<file path="src/rtl/sel_debounce_pkg.sv">
// Shared types and constants for the select-line debounce block.
// Holds the per-channel FSM state encoding, the legal parameter floors
// and the helper that sizes the debounce counter.
package sel_debounce_pkg;

  // Smallest synchronizer depth that still gives metastability protection
  localparam int SYNC_STAGES_MIN = 2;

  // A level must be seen for at least one cycle before it is accepted
  localparam int DEBOUNCE_MIN = 1;

  // Per-channel debounce states: settled low, qualifying a rise,
  // settled high, qualifying a fall
  typedef enum logic [1:0] {
    LO   = 2'b00,
    RISE = 2'b01,
    HI   = 2'b10,
    FALL = 2'b11
  } deb_state_e;

  // Counter width able to hold every value from 0 up to the debounce length
  function automatic int cnt_width(input int cycles);
    return $clog2(cycles + 1);
  endfunction

endpackage

</file>
<file path="src/rtl/sel_debounce_if.sv">
// Bundle of the raw select inputs and the conditioned select outputs.
// master: the side that drives the raw lines and consumes the results.
// slave:  the debounce block itself.
interface sel_debounce_if;

  logic raw_sel_b1;
  logic raw_sel_b2;
  logic sel_b1;
  logic sel_b2;
  logic both_sel;
  logic sel_change;

  modport master (
    output raw_sel_b1,
    output raw_sel_b2,
    input  sel_b1,
    input  sel_b2,
    input  both_sel,
    input  sel_change
  );

  modport slave (
    input  raw_sel_b1,
    input  raw_sel_b2,
    output sel_b1,
    output sel_b2,
    output both_sel,
    output sel_change
  );

endinterface

</file>
<file path="src/rtl/sel_debounce_deb_channel.sv">
// One select line: a flop-chain synchronizer followed by a debounce FSM.
// The output only moves after the synchronized level has differed from it
// for DEBOUNCE_CYCLES consecutive cycles; any bounce back restarts the count.
// 'flip' is the combinational "output changes on the coming edge" signal,
// used by the parent to register a same-edge change pulse.
module deb_channel
  import sel_debounce_pkg::*;
#(
  parameter int SYNC_STAGES     = 2,
  parameter int DEBOUNCE_CYCLES = 4
) (
  input  logic clk,
  input  logic rst_n,
  input  logic raw,
  output logic out,
  output logic flip
);

  localparam int CNT_W = cnt_width(DEBOUNCE_CYCLES);
  localparam logic [CNT_W-1:0] CNT_ONE  = CNT_W'(1);
  localparam logic [CNT_W-1:0] CNT_LAST = CNT_W'(DEBOUNCE_CYCLES - 1);
  localparam bit SINGLE_CYCLE = (DEBOUNCE_CYCLES == 1);

  logic [SYNC_STAGES-1:0] sync_q;
  logic                   s;

  deb_state_e       state_q;
  deb_state_e       state_d;
  logic [CNT_W-1:0] cnt_q;
  logic [CNT_W-1:0] cnt_d;
  logic             out_q;
  logic             out_d;

  // Shift the raw line through the synchronizer chain, oldest bit at the top
  always_ff @(posedge clk or negedge rst_n) begin
    if (!rst_n) begin
      sync_q <= '0;
    end else begin
      sync_q <= {sync_q[SYNC_STAGES-2:0], raw};
    end
  end

  assign s = sync_q[SYNC_STAGES-1];

  // Debounce state, qualification counter and registered output
  always_ff @(posedge clk or negedge rst_n) begin
    if (!rst_n) begin
      state_q <= LO;
      cnt_q   <= '0;
      out_q   <= 1'b0;
    end else begin
      state_q <= state_d;
      cnt_q   <= cnt_d;
      out_q   <= out_d;
    end
  end

  // Next-state logic: qualify a new level for DEBOUNCE_CYCLES cycles, abort on bounce
  always_comb begin
    state_d = state_q;
    cnt_d   = cnt_q;
    out_d   = out_q;
    case (state_q)
      LO: begin
        if (s) begin
          if (SINGLE_CYCLE) begin
            state_d = HI;
            cnt_d   = '0;
            out_d   = 1'b1;
          end else begin
            state_d = RISE;
            cnt_d   = CNT_ONE;
          end
        end
      end
      RISE: begin
        if (!s) begin
          state_d = LO;
          cnt_d   = '0;
        end else if (cnt_q == CNT_LAST) begin
          state_d = HI;
          cnt_d   = '0;
          out_d   = 1'b1;
        end else begin
          cnt_d = cnt_q + CNT_ONE;
        end
      end
      HI: begin
        if (!s) begin
          if (SINGLE_CYCLE) begin
            state_d = LO;
            cnt_d   = '0;
            out_d   = 1'b0;
          end else begin
            state_d = FALL;
            cnt_d   = CNT_ONE;
          end
        end
      end
      FALL: begin
        if (s) begin
          state_d = HI;
          cnt_d   = '0;
        end else if (cnt_q == CNT_LAST) begin
          state_d = LO;
          cnt_d   = '0;
          out_d   = 1'b0;
        end else begin
          cnt_d = cnt_q + CNT_ONE;
        end
      end
      default: begin
        state_d = LO;
        cnt_d   = '0;
        out_d   = 1'b0;
      end
    endcase
  end

  assign out  = out_q;
  assign flip = out_d ^ out_q;

endmodule

</file>
<file path="src/rtl/sel_debounce.sv">
// Conditioning stage for the two mux select inputs. Each raw line gets its
// own independent synchronizer + debounce channel; this level only forms the
// combined select and the registered change pulse.
module sel_debounce #(
  parameter int SYNC_STAGES     = 2,
  parameter int DEBOUNCE_CYCLES = 4
) (
  input logic           clk,
  input logic           rst_n,
  sel_debounce_if.slave bus
);

  import sel_debounce_pkg::*;

  // Refuse to build with a synchronizer too shallow or a zero-length debounce
  generate
    if (SYNC_STAGES < SYNC_STAGES_MIN) begin : g_bad_sync
      $error("sel_debounce: SYNC_STAGES must be >= %0d", SYNC_STAGES_MIN);
    end
    if (DEBOUNCE_CYCLES < DEBOUNCE_MIN) begin : g_bad_deb
      $error("sel_debounce: DEBOUNCE_CYCLES must be >= %0d", DEBOUNCE_MIN);
    end
  endgenerate

  logic out_b1;
  logic out_b2;
  logic flip_b1;
  logic flip_b2;
  logic change_q;

  deb_channel #(
    .SYNC_STAGES    (SYNC_STAGES),
    .DEBOUNCE_CYCLES(DEBOUNCE_CYCLES)
  ) u_chan_b1 (
    .clk  (clk),
    .rst_n(rst_n),
    .raw  (bus.raw_sel_b1),
    .out  (out_b1),
    .flip (flip_b1)
  );

  deb_channel #(
    .SYNC_STAGES    (SYNC_STAGES),
    .DEBOUNCE_CYCLES(DEBOUNCE_CYCLES)
  ) u_chan_b2 (
    .clk  (clk),
    .rst_n(rst_n),
    .raw  (bus.raw_sel_b2),
    .out  (out_b2),
    .flip (flip_b2)
  );

  // Pulse high for the first cycle in which either debounced output holds a new value
  always_ff @(posedge clk or negedge rst_n) begin
    if (!rst_n) begin
      change_q <= 1'b0;
    end else begin
      change_q <= flip_b1 | flip_b2;
    end
  end

  assign bus.sel_b1     = out_b1;
  assign bus.sel_b2     = out_b2;
  assign bus.both_sel   = out_b1 & out_b2;
  assign bus.sel_change = change_q;

endmodule

</file>
<file path="src/flat_wrapper.sv">
// flat-port wrapper written by rule: the top's interface ports become plain ports
module sel_debounce_flat import sel_debounce_pkg::*;
#(
  parameter int SYNC_STAGES     = 2,
  parameter int DEBOUNCE_CYCLES = 4
)
  (clk, rst_n, bus_raw_sel_b1, bus_raw_sel_b2, bus_sel_b1, bus_sel_b2, bus_both_sel, bus_sel_change);
  sel_debounce_if bus_i ();
  input logic clk;
  input logic rst_n;
  input wire logic [$bits(bus_i.raw_sel_b1)-1:0] bus_raw_sel_b1;
  input wire logic [$bits(bus_i.raw_sel_b2)-1:0] bus_raw_sel_b2;
  output wire logic [$bits(bus_i.sel_b1)-1:0] bus_sel_b1;
  output wire logic [$bits(bus_i.sel_b2)-1:0] bus_sel_b2;
  output wire logic [$bits(bus_i.both_sel)-1:0] bus_both_sel;
  output wire logic [$bits(bus_i.sel_change)-1:0] bus_sel_change;
  assign bus_i.raw_sel_b1 = bus_raw_sel_b1;
  assign bus_i.raw_sel_b2 = bus_raw_sel_b2;
  assign bus_sel_b1 = bus_i.sel_b1;
  assign bus_sel_b2 = bus_i.sel_b2;
  assign bus_both_sel = bus_i.both_sel;
  assign bus_sel_change = bus_i.sel_change;
  sel_debounce #(.SYNC_STAGES(SYNC_STAGES), .DEBOUNCE_CYCLES(DEBOUNCE_CYCLES)) u_core (.clk(clk), .rst_n(rst_n), .bus(bus_i));
endmodule
</file>
<file path="config.mk">
export PLATFORM = sky130hd
export DESIGN_NAME = sel_debounce_flat
export DESIGN_NICKNAME = d
export VERILOG_FILES = /design/src/rtl/sel_debounce_pkg.sv /design/src/rtl/sel_debounce_if.sv /design/src/rtl/sel_debounce_deb_channel.sv /design/src/rtl/sel_debounce.sv /design/src/flat_wrapper.sv
export SDC_FILE = /design/constraint.sdc
export NUM_CORES = 1
export LEC_CHECK = 0
export ABC_AREA = 1
export BUFFER_PORTS_ARGS = -buffer_cell sky130_fd_sc_hd__buf_2
export CAP_MARGIN = 20
export CORE_MARGIN = 1
export CORE_UTILIZATION = 55
export CTS_BUF_LIST = sky130_fd_sc_hd__clkbuf_16
export CTS_CLUSTER_DIAMETER = 60
export CTS_CLUSTER_SIZE = 8
export DETAILED_ROUTE_END_ITERATION = 8
export PLACE_DENSITY_LB_ADDON = 0.05
export SETUP_SLACK_MARGIN = 0.2
export SYNTH_ARGS = -nofsm -noshare
export SYNTH_HDL_FRONTEND = slang
export SYNTH_SLANG_ARGS = --single-unit
</file>
<file path="constraint.sdc">
create_clock -name clk -period 2.1 [get_ports clk]
set_clock_uncertainty 0.2 [all_clocks]
set_input_delay 0 -clock clk [delete_from_list [all_inputs] [get_ports clk]]
set_output_delay 0 -clock clk [all_outputs]
set_load 0.01 [all_outputs]
</file>
==> summary.md <==
| Metric | Value |
|---|---|
| Routed WL | 1320 um |
| H-tree depth reported by CTS | 1 |
| Yosys top cell by area | dfrtp_1 |
| Initial Util | 0.635 |
| Syn avg cell area | 9.19 um^2 |
| Pre-CTS WS | 0.744 ns |
| CP arrival | 1.33 ns |
| Share of cells above drive strength 1 | 0.135 |
| Fmax | 715 MHz |
| Seq/Total Area, Yosys | 0.565 |
| CORE AREA | 1190 um^2 |
| Remaining antenna violation count after routing | 0 |
| CP Launch Type | flop |
| Final Wtd Congestion | 0.751 |
| Synth top area share | 0.565 |
| CTS tree | built |
| Worst hold slack | -0.000338 ns |
| Failing checks | hold timing |
| Die area | 1520 um^2 |
| Clock Latency Late Sink | 0.25 ns |
| Vias in the first global route | 540 |
| I/O Buffers | 7 |
| Pins Over Slew Limit | 0 |
| Critical path peak fanout | 4 |
| Placed wire-length estimate | 853 um |
| Layout area overhead | 21.6% |
| Cell Pwr Density | 1440 nW/um^2 |
| I/O pins | 8 |
| Hold bufs inserted after CTS | 3 |
| Top cells by count, synth | 20 x inv_1, 17 x dfrtp_1, 12 x nand3_1, 11 x nand2_1, 5 x nor2_1 |
| Setup bufs post-CTS | 0 |
| Post-Synthesis Cell Area | 753 um^2 |
| Die height | 39.0 um |
| Post-synth EDFFs | 0 |
| Max transition margin | 0.750 |
| Yosys cell types | 13 |
| Post-synthesis instance total | 82 |
| First-pass GRT wire length | 2170 um |
| Critical path required time | 2.04 ns |
| Yosys warns | 0 |
| Final Non-Filler Cells | 110 |
| GRT Overall Usage | 0.227 |
| PnR Total Power | 1.32 mW |
| Clock Path Buffers | 2 |
| Antenna violations before repair | 0 |
| Synth Flop Type | dfrtp_1 |
| Placed cell count | 103 |
| Count leader, synth | inv_1 |
| Final setup TNS | 0 ns |
| Max VDD drop | 0.849 mV |
| Synth area leaders | dfrtp_1 56%, inv_1 10%, nand3_1 8.0%, nand2_1 5.5%, xor2_2 4.3% |
| Number of max-cap violations | 0 |
| R2r worst-path depth | 5 |
| # DRC | 0 |
| Drt pass-1 iters | 4 |
| Total congestion overflow | 0 |
| Slew at the pin with the worst max-slew slack | 0.375 ns |
| Filler cells | 81 |
| Num rows | 12 |
| Post-synth ARST share | 1.00 |
| Run status | finished with violations |
| WL per Instance | 12.0 um |
| Clock transition at path regs | 0.05 ns |
| Clk sink count | 17 |
| Chip Width | 39.0 um |
| Crit. End Element | flop |
| Final nets | 103 |
| Vias per Instance | 5.08 |
| Ant diodes | 0 |
| Worst setup path class | reg -> reg |
| Pin count of the biggest net entering global routing | 18 |
| Syn nets | 88 |
| Yosys reg bits | 17 |
| PostCTS Resize Cnt | 0 |
| Clock root buffer | clkbuf_16 |
| Detailed-route via count | 559 |
| Pleak | 0.493 nW |
| Final hold vios | 1 |
| Minimum clock period | 1.40 ns |
| Final setup viols | 0 |
| Worst hold-check path type | in -> async |
| DR iter-0 viols | 15 |
| Unrepaired setup endpoints after global routing | no |
| Fin crit share | 0.666 |
| CTS buffer count | 3 |
| Worst Slack Setup Final | 0.702 ns |
## kinds of logic (layout without fill, tap and decap cells)
family / Yosys count / count (layout) / share of synthesized area
buf+inv: 20 / 34 / 0.0997
compound gates: 10 / 10 / 0.0764
flops: 17 / 17 / 0.565
xor+xnor: 2 / 2 / 0.0432
fa+ha+maj: 2 / 2 / 0.0332
simple gates: 31 / 31 / 0.183
## power breakdown
group	leakage (nW)	switching [mW]	internal [mW]
Sequential	0.202	0.106	0.428
Combinational	0.250	0.240	0.168
Clock	0.0409	0.124	0.255
Total	0.493	0.470	0.851
## layout make-up
class / count / area [um^2] / share of cell area
Clock buffer: 3 / 75.1 / 0.0820
Sequential cell: 17 / 425 / 0.464
Timing Repair Buffer: 10 / 65.1 / 0.0710
Inverter: 20 / 75.1 / 0.0820
Multi-Input combinational cell: 45 / 253 / 0.276
Tap cell: 14 / 17.5 / 0.0191
Clock inverter: 1 / 5.00 / 0.00546
## stage by stage
stage          utilization  area, um^2
2_1_floorplan            -         753
3_3_place_gp         0.679         806
3_5_place_dp         0.679         806
4_1_cts              0.772         916
5_1_grt              0.772         916
6_report             0.772         916
## critical path, stage by stage (launching register included)
cell,delay [ns]
dfrtp_1,0.37
ha_1,0.22
nand3_1,0.11
nor2_1,0.20
o21bai_1,0.14
inv_1,0.05
## placed cells by master (no fill, tap or decap), drive strengths merged
| master | netlist | final |
|---|---|---|
| a21oi | 4 | 4 |
| buf | 0 | 7 |
| clkbuf | 0 | 3 |
| clkinv | 0 | 1 |
| dfrtp | 17 | 17 |
| dlygate4sd3 | 0 | 3 |
| ha | 2 | 2 |
| inv | 20 | 20 |
| nand2 | 11 | 11 |
| nand3 | 12 | 12 |
| nand3b | 1 | 1 |
| nor2 | 5 | 5 |
| nor3 | 2 | 2 |
| o21ai | 2 | 2 |
| o21bai | 2 | 2 |
| o22ai | 2 | 2 |
| xor2 | 2 | 2 |
## path summary, 6_finish.rpt
check | startpoint | endpoint | slack, ns
worst max register to register | u_core.u_chan_b2.cnt_q[0]$_DFFE_PN0P_ | flop | 0.70
worst min register to register | u_core.u_chan_b2.sync_q[0]$_DFF_PN0_ | u_core.u_chan_b2.sync_q[1]$_DFF_PN0_ | 0.15
worst min-delay path | rst_n | u_core.u_chan_b1.state_q[0]$_DFFE_PN0P_ | -0.0003
worst max-delay path | u_core.u_chan_b2.cnt_q[0]$_DFFE_PN0P_ | flop | 0.70
max in group asynchronous | rst_n | u_core.u_chan_b2.state_q[0]$_DFFE_PN0P_ | 1.43
min in group clk | u_core.u_chan_b2.sync_q[0]$_DFF_PN0_ | u_core.u_chan_b2.sync_q[1]$_DFF_PN0_ | 0.15
## layer usage
layer	vias up	GRT usage	part of all wire
met4	0	0.129	0.0076
li1	281	-	-
met1	262	0.249	0.47
met3	2	0.0694	0.036
met2	14	0.383	0.49
met5	-	0	0
Power figures use the tool's default switching activity.
